File: config.mk
export PLATFORM = sky130hd
export DESIGN_NAME = median9_node_scheduler
export DESIGN_NICKNAME = d
export VERILOG_FILES = /design/src/rtl/median9_node_scheduler.sv
export SDC_FILE = /design/constraint.sdc
export NUM_CORES = 1
export LEC_CHECK = 0
export CAP_MARGIN = 5
export CORE_MARGIN = 2
export CORE_UTILIZATION = 59
export CTS_BUF_LIST = sky130_fd_sc_hd__clkbuf_8
export CTS_CLUSTER_SIZE = 25
export DETAILED_ROUTE_END_ITERATION = 6
export PLACE_DENSITY = 0.84
export SLEW_MARGIN = 20
export SYNTH_ARGS = -nofsm -noshare
export SYNTH_HDL_FRONTEND = slang
export SYNTH_SLANG_ARGS = --single-unit
File: constraint.sdc
create_clock -name clk -period 6.9 [get_ports clk]
set_input_delay 2.07 -clock clk [delete_from_list [all_inputs] [get_ports clk]]
set_output_delay 2.07 -clock clk [all_outputs]
set_load 0.005 [all_outputs]
File: src/rtl/median9_node_scheduler.sv
// -----------------------------------------------------------------------------
// median9_node_scheduler
//
// Sequential median-of-9 engine. One combinational compare-exchange node is
// reused across the 19 steps of the optimal median-of-9 sorting network, so a
// median takes 19 RUN cycles plus the output handshake instead of nineteen
// parallel comparators.
//
// Ports:
//   clk       in   system clock, rising edge
//   rst_n     in   asynchronous active-low reset
//   valid_i   in   3x3 window on data_i is valid
//   ready_o   out  engine can accept a window
//   data_i    in   9 pixels, pixel k at data_i[k*DATA_WIDTH +: DATA_WIDTH]
//   median_o  out  registered median result
//   valid_o   out  median_o valid
//   ready_i   in   downstream accepts the result
//   busy_o    out  window in flight (RUN or DONE)
//
// Optional build macro: MEDIAN9_SCHED_BACK_TO_BACK_EN
//   When defined, DONE can hand off its result and accept the next window on
//   the same edge (20-cycle period). When undefined, DONE always returns to
//   IDLE first (21-cycle period).
// -----------------------------------------------------------------------------

module median9_node (
   input  logic [7:0] a_i,
   input  logic [7:0] b_i,
   output logic [7:0] min_o,
   output logic [7:0] max_o
);
   // Unsigned compare; on a tie both outputs carry the same value.
   assign min_o = (a_i <= b_i) ? a_i : b_i;
   assign max_o = (a_i <= b_i) ? b_i : a_i;
endmodule

module median9_node_scheduler #(
   parameter int DATA_WIDTH = 8
) (
   input  logic                    clk,
   input  logic                    rst_n,
   input  logic                    valid_i,
   output logic                    ready_o,
   input  logic [9*DATA_WIDTH-1:0] data_i,
   output logic [DATA_WIDTH-1:0]   median_o,
   output logic                    valid_o,
   input  logic                    ready_i,
   output logic                    busy_o
);

   typedef enum logic [1:0] {
      S_IDLE = 2'd0,
      S_RUN  = 2'd1,
      S_DONE = 2'd2
   } state_t;

   localparam logic [4:0] LAST_STEP = 5'd18;

   state_t                state_q;
   logic [4:0]            step_q;
   logic [DATA_WIDTH-1:0] p_q [0:8];
   logic [DATA_WIDTH-1:0] median_q;
   logic                  valid_q;

   logic [3:0]            idx_a;
   logic [3:0]            idx_b;
   logic [DATA_WIDTH-1:0] node_min;
   logic [DATA_WIDTH-1:0] node_max;
   logic [DATA_WIDTH-1:0] p4_d;
   logic                  accept;

   // Schedule ROM: compare-exchange pair for each network step.
   always_comb begin
      idx_a = 4'd4;
      idx_b = 4'd4;
      case (step_q)
         5'd0:  begin idx_a = 4'd1; idx_b = 4'd2; end
         5'd1:  begin idx_a = 4'd4; idx_b = 4'd5; end
         5'd2:  begin idx_a = 4'd7; idx_b = 4'd8; end
         5'd3:  begin idx_a = 4'd0; idx_b = 4'd1; end
         5'd4:  begin idx_a = 4'd3; idx_b = 4'd4; end
         5'd5:  begin idx_a = 4'd6; idx_b = 4'd7; end
         5'd6:  begin idx_a = 4'd1; idx_b = 4'd2; end
         5'd7:  begin idx_a = 4'd4; idx_b = 4'd5; end
         5'd8:  begin idx_a = 4'd7; idx_b = 4'd8; end
         5'd9:  begin idx_a = 4'd0; idx_b = 4'd3; end
         5'd10: begin idx_a = 4'd5; idx_b = 4'd8; end
         5'd11: begin idx_a = 4'd4; idx_b = 4'd7; end
         5'd12: begin idx_a = 4'd3; idx_b = 4'd6; end
         5'd13: begin idx_a = 4'd1; idx_b = 4'd4; end
         5'd14: begin idx_a = 4'd2; idx_b = 4'd5; end
         5'd15: begin idx_a = 4'd4; idx_b = 4'd7; end
         5'd16: begin idx_a = 4'd4; idx_b = 4'd2; end
         5'd17: begin idx_a = 4'd6; idx_b = 4'd4; end
         5'd18: begin idx_a = 4'd4; idx_b = 4'd2; end
         default: begin idx_a = 4'd4; idx_b = 4'd4; end
      endcase
   end

   median9_node u_node (
      .a_i   (p_q[idx_a]),
      .b_i   (p_q[idx_b]),
      .min_o (node_min),
      .max_o (node_max)
   );

   // Value p[4] will hold after this step's write-back; captured as the
   // result on the final step so median_o is ready on the RUN->DONE edge.
   always_comb begin
      p4_d = p_q[4];
      if (idx_b == 4'd4) p4_d = node_max;
      if (idx_a == 4'd4) p4_d = node_min;
   end

`ifdef MEDIAN9_SCHED_BACK_TO_BACK_EN
   assign ready_o = (state_q == S_IDLE) || ((state_q == S_DONE) && ready_i);
`else
   assign ready_o = (state_q == S_IDLE);
`endif

   assign accept   = valid_i && ready_o;
   assign busy_o   = (state_q != S_IDLE);
   assign median_o = median_q;
   assign valid_o  = valid_q;

   always_ff @(posedge clk or negedge rst_n) begin
      if (!rst_n) begin
         state_q  <= S_IDLE;
         step_q   <= 5'd0;
         median_q <= '0;
         valid_q  <= 1'b0;
         for (int k = 0; k < 9; k++) p_q[k] <= '0;
      end else begin
         case (state_q)
            S_IDLE: begin
               if (accept) begin
                  for (int k = 0; k < 9; k++) p_q[k] <= data_i[k*DATA_WIDTH +: DATA_WIDTH];
                  step_q  <= 5'd0;
                  state_q <= S_RUN;
               end
            end
            S_RUN: begin
               p_q[idx_a] <= node_min;
               p_q[idx_b] <= node_max;
               if (step_q >= LAST_STEP) begin
                  step_q   <= 5'd0;
                  median_q <= p4_d;
                  valid_q  <= 1'b1;
                  state_q  <= S_DONE;
               end else begin
                  step_q <= step_q + 5'd1;
               end
            end
            S_DONE: begin
               if (ready_i) begin
                  valid_q <= 1'b0;
                  state_q <= S_IDLE;
`ifdef MEDIAN9_SCHED_BACK_TO_BACK_EN
                  // Output handshake and next capture share this edge.
                  if (accept) begin
                     for (int k = 0; k < 9; k++) p_q[k] <= data_i[k*DATA_WIDTH +: DATA_WIDTH];
                     step_q  <= 5'd0;
                     state_q <= S_RUN;
                  end
`endif
               end
            end
            default: begin
               step_q  <= 5'd0;
               valid_q <= 1'b0;
               state_q <= S_IDLE;
            end
         endcase
      end
   end

endmodule

### Yosys cells after proc, flatten, opt, wreduce, memory -nomap -nowiden

Memories as Yosys holds them, arrays and structs flattened.
Index checks and enable logic that the tools add are counted.

| word-level totals | value |
|---|---|
| flip-flop bits (word level) | 88 |
| bits in read-only memories | 224 |
| input port bits | 76 |
| output and inout port bits | 11 |
| memories | 1 |

| cells by class | value |
|---|---|
| add/sub/neg operators | 1 |
| $lt $le $gt $ge | 6 |
| equality and inequality tests | 7 |
| mux-type cells | 28 |
| bitwise operators | 4 |
| reduce and logical (&&, ||, !) cells | 11 |

Memory list:

| name | words | width | rd ports | clocked after memory_dff | write ports | line | text |
|---|---|---|---|---|---|---|---|
| (no name shown) | 32 | 7 | 1 | 0 | 0 | 76 | `case (step_q)` |

Operators by type and width:

| cell | count |
|---|---|
| bitwise mux 72 bit | 2 |
| case mux 72 bit (2 select lines) | 1 |
| 2-to-1 mux 8 bit | 10 |
| 2-to-1 mux 72 bit | 1 |
| binary-select mux 8 bit (select 4 bit) | 2 |
| demux 8 bit (select 4 bit) | 2 |
| greater-or-equal comparator 5 bit, second input constant | 3 |
| case mux 5 bit (3 select lines) | 1 |
| < comparator 5 x 1 -> 1 bit, second input constant | 2 |
| 2-to-1 mux 5 bit | 2 |
| inverter 4 -> 5 bit | 2 |
| == test 4 x 3 -> 1 bit, second input constant | 2 |
| <= comparator 8 bit | 1 |
| 2-to-1 mux 2 bit | 3 |
| case mux 2 bit (3 select lines) | 1 |
| AND reduction 2 bit | 3 |
| AND reduction 3 bit | 2 |
| adder 5 x 1 -> 5 bit, second input constant | 1 |
| inequality test 2 bit, second input constant | 2 |
| nonzero test 2 bit | 2 |
| logical AND 1 bit | 3 |
| case mux 1 bit (3 select lines) | 1 |
| == test 2 x 1 -> 1 bit, second input constant | 1 |
| == test 2 bit, second input constant | 1 |
| 4 further kinds | 6 |

### Depth between registers and ports, before layout

An unclocked memory read counts as a cell.

| depth | value |
|---|---|
| word-level depth | 10 |
| mapped depth | 23 |

### By module

A second synthesis with hierarchy kept.

| second synthesis, totals | value |
|---|---|
| cells, all modules | 806 |
| area, all modules | 7044.3 um^2 |

By module, submodules not included:

| module | times used | cells an instance | area each (um^2) | seq. area each (um^2) |
|---|---|---|---|---|
| median9_node_scheduler | 1 | 762 | 6558.8 | 2202.1 |
| median9_node | 1 | 44 | 485.5 | 0.0 |

### Worst setup path after synthesis

No wires, ideal clock.

| timing | value |
|---|---|
| kind | reg-to-reg |
| from | reg step_q[0] |
| to | reg p_q[61] (netlist bit) |
| library setup time | 0.094 ns |
| arrival | 5.242 ns |
| data required time | 6.806 ns |
| path slack | 1.564 ns |
| cell stages (with the launch flop) | 20 |
| path buffers | 3 |
| period minus slack after synthesis | 5.336 ns |
| cells stage by stage | dfrtp_1 > clkbuf_1 > inv_1 > ha_1 > or3_4 > a31oi_4 > o21ba_4 > buf_6 > a222oi_1 > inv_2 > ha_1 > nor2b_1 > o21a_1 > o21a_1 > o31ai_1 > buf_2 > nand3b_1 > o211ai_2 > a22oi_1 > a221oi_2 |

| on the way | value |
|---|---|
| word-level cells in the longest chain between the ends | 10 |
| elaborated cells on any way between the ends | 25 |
| classes of those cells | 5 x order compare; 15 x mux; 2 x bitwise; 2 x reduce/logical; 1 x memory |

Ends and longest elaborated chain:

| element | line | text |
|---|---|---|
| start, declared | 60 | `logic [4:0] step_q;` |
| start signal, assigned | 151 | `step_q <= step_q + 5'd1;` |
| memory (32 x 7 bit) * | - |  |
| inverter 4 -> 5 bit (on tied branches) | - |  |
| binary-select mux 8 bit (select 4 bit) (on tied branches) | 101, 102 |  |
| 2-to-1 mux 8 bit (on tied branches) (2 in series) | 101, 102 |  |
| <= comparator 8 bit | 33, 34 |  |
| 2-to-1 mux 8 bit | 33 | `assign min_o = (a_i <= b_i) ? a_i : b_i;` |
| bitwise mux 72 bit | 143 | `p_q[idx_a] <= node_min;` |
| bitwise mux 72 bit * | 144 | `p_q[idx_b] <= node_max;` |
| case mux 72 bit (2 select lines) * | 134 | `case (state_q)` |
| end signal, assigned by index | 143 |  |
| end signal, assigned by index | 144 |  |
| end, declared | 61 | `logic [DATA_WIDTH-1:0] p_q [0:8];` |

Every way passes the cells marked *; elsewhere a longest branch is shown, timed or not. The select of a mux whose other input is x is not followed.
A chain may end at the register's enable or synchronous reset.

### Worst setup path in the final report

Same ends and word-level chain as after synthesis.

==> run metrics <==
status finished with violations; failing checks design-rule violations; setup repair bufs after CTS 0; Yosys top cell by area dfrtp_1; clock-pin transition on the worst setup and hold timing paths 0.10 ns; area grow syn2layout 16.92%; Nets 1024; DRT Pass-1 Iters 7; Worst-Margin Slew 1.141 ns; remaining global-route overflow 0; Post-DP HPWL 22.29 mm; RSZ-0062 raised after global routing no; highest clock rate 153.7 MHz; cell count after synthesis 871; Sum Neg Setup Slack 0 ns; Post-Route Utilization 70.47%; vias per cell 7.727; Avg Inst Size Synth 8.312 sq um; root buf cell clkbuf_8; CTS resizes 0; Main synth FF type dfrtp_1; share of synthesized flip-flops with an asynchronous set or reset 100.0%; Die ar. 13170 sq um; startpoint types flip-flop; sequential area share after synthesis 30.42%; reg2reg path depth 17; Slew Limit Fails 0; Max Root-Sink Buffers 2; vias 8384; H-tree Lvls 3; crit path DAT 6.81 ns; max cap viols 0; Synth area leaders dfrtp_1 (30%), o21ai_0 (4.6%), a22oi_1 (4.5%), a21oi_1 (4.4%), nand2_1 (4.0%); Synth cell types 84; share of layout cells above drive strength 1 11.19%; row cnt 40; diodes inserted 0; CTS Sinks 88; total CTS buffers 9; Hold-fix buffers, CTS 0; hold path start median_o[6]; Setup Skew 0.01140 ns; Crit path required time 7.20 ns; Syn Nets 962; met1 WL 11.05 mm; top-area cell type share of the netlist area 30.42%; pin count of the biggest net entering global routing 89; FF-to-FF Start step_q[0]; #FFs+latches synth 88; DRC violations left 5; min Tclk post-route 6.508 ns; worst setup path start step_q[0]; CTS tree done; port bufs 86; remaining antenna violation count after routing 0; Post-Route WL 31.26 mm; Core Region 12010 sq um; vias in the first global route 8105; num ports 87; Final setup viols 0; Post-synth EDFFs 0; # fillers 1001; Post-Syn Area 7239 sq um; metal3 WL 4.400 mm; critical path type reg -> reg; hold path depth 2; CP endpoint kind flip-flop; worst min-delay path class reg -> reg; drt initial violations 1537; period utilisation layout 94.32%; relative slew slack 23.42%; initial antenna violation count 1; Yosys warning total 0; endpoints failing hold 0; Avg WL per Cell 28.81 microns; top routing layer in use met5; Final GP Congestion 1.043; GR Util All Layers 47.70%; Max Fanout on Critical Path 20; worst-skew pair later-pin latency 0.39 ns; Die X 114.8 microns; DIE HEIGHT 114.8 microns; Initial Util 60.27%; Met2 Wirelength 13.29 mm; first-pass GRT wire length 47.07 mm
## final timing paths
path	slack, ns	end
max	0.39	p_q[61]
max in group asynchronous	4.55	p_q[51]
max reg2reg	0.39	p_q[61]
min	0.53	median_o[6]
min reg2reg	0.53	median_o[6]
min in group asynchronous	1.75	valid_o
## flip-flops by register name, indices dropped and copies added, names as in the netlist
name and flops:
state_q 2, step_q 5, p_q 72, median_o 8
valid_o 1
## metal layers
| layer | GRT usage [%] | vias up |
|---|---|---|
| li1 | - | 3473 |
| met2 | 71.44 | 803 |
| met1 | 62.06 | 3909 |
| met5 | 0 | - |
| met3 | 12.76 | 197 |
| met4 | 28.51 | 2 |
## worst max-delay path, cell delays in order, from the launching register on
cell      delay, ns
dfrtp_1        0.73
inv_1          0.22
ha_1           0.39
or3_4          0.42
a31oi_4        0.18
buf_4          0.31
o21ba_4        0.27
a222oi_1       0.68
inv_1          0.32
ha_1           0.41
nand2_1        0.06
o21ai_0        0.43
mux2_2         0.30
o31a_1         0.52
nand2_1        0.14
o211ai_2       0.54
a22oi_1        0.22
a221oi_2       0.26
## synth_stat cells, types with 8 or more instances
cell type,n
o22ai_1,15
nand3_1,35
or3_1,8
a21oi_1,64
ha_1,15
buf_2,13
mux2_2,14
inv_1,22
o211ai_1,20
nor3_1,30
nor2_1,67
o21ai_0,67
a221oi_1,21
and3_1,15
a31oi_1,11
nor2b_1,12
nand2_1,77
dfrtp_1,88
o21a_1,12
o21ai_1,15
clkbuf_1,35
a22oi_1,43
mux2i_1,27
o221ai_1,12
## logic make-up (layout without fill, tap and decap cells)
group | count (synthesis) | after routing | share of synthesized area (%)
flops | 88 | 88 | 30.42
buf+inv | 81 | 148 | 5.202
xor+xnor | 1 | 1 | 0.1210
compound gates | 355 | 355 | 34.46
fa+ha+maj | 15 | 15 | 2.592
simple gates | 282 | 282 | 19.03
mux | 49 | 49 | 8.175
## cell type report
class	count	area [sq um]	share of cell area, %
multi-input combinational	702	4701	55.54
sequential	88	2202	26.02
timing repair buffer	108	1027	12.14
tap	147	183.9	2.173
clock inverter	7	136.4	1.611
clock buffer	9	123.9	1.463
inverter	24	90.09	1.064
## metrics by stage
stage | std cells | worst slack (ns) | hold slack, ns | area (sq um)
floorplan | 871 | 1.564 | 0.4600 | 7239
global placement | 1069 | 0.8889 | 0.4873 | 8185
global route | 1085 | 0.1489 | 0.5576 | 8464
finish | 1085 | 0.3920 | 0.5279 | 8464
detailed placement | 1069 | 0.6267 | 0.5062 | 8185
CTS | 1085 | 0.5913 | 0.5267 | 8446
## layout by cell type (no fill, tap or decap), types with 24 or more instances in the layout
master / netlist / final
a21oi_1: 64 / 64
a22oi_1: 43 / 43
clkdlybuf4s50_1: 0 / 85
dfrtp_1: 88 / 88
inv_1: 22 / 24
mux2i_1: 27 / 27
nand2_1: 77 / 77
nand3_1: 35 / 35
nor2_1: 67 / 67
nor3_1: 30 / 27
o21ai_0: 67 / 65
Power is left out: the tool's default activity adds up to more than one toggle a clock period on the data nets, which glitch-free logic cannot reach.
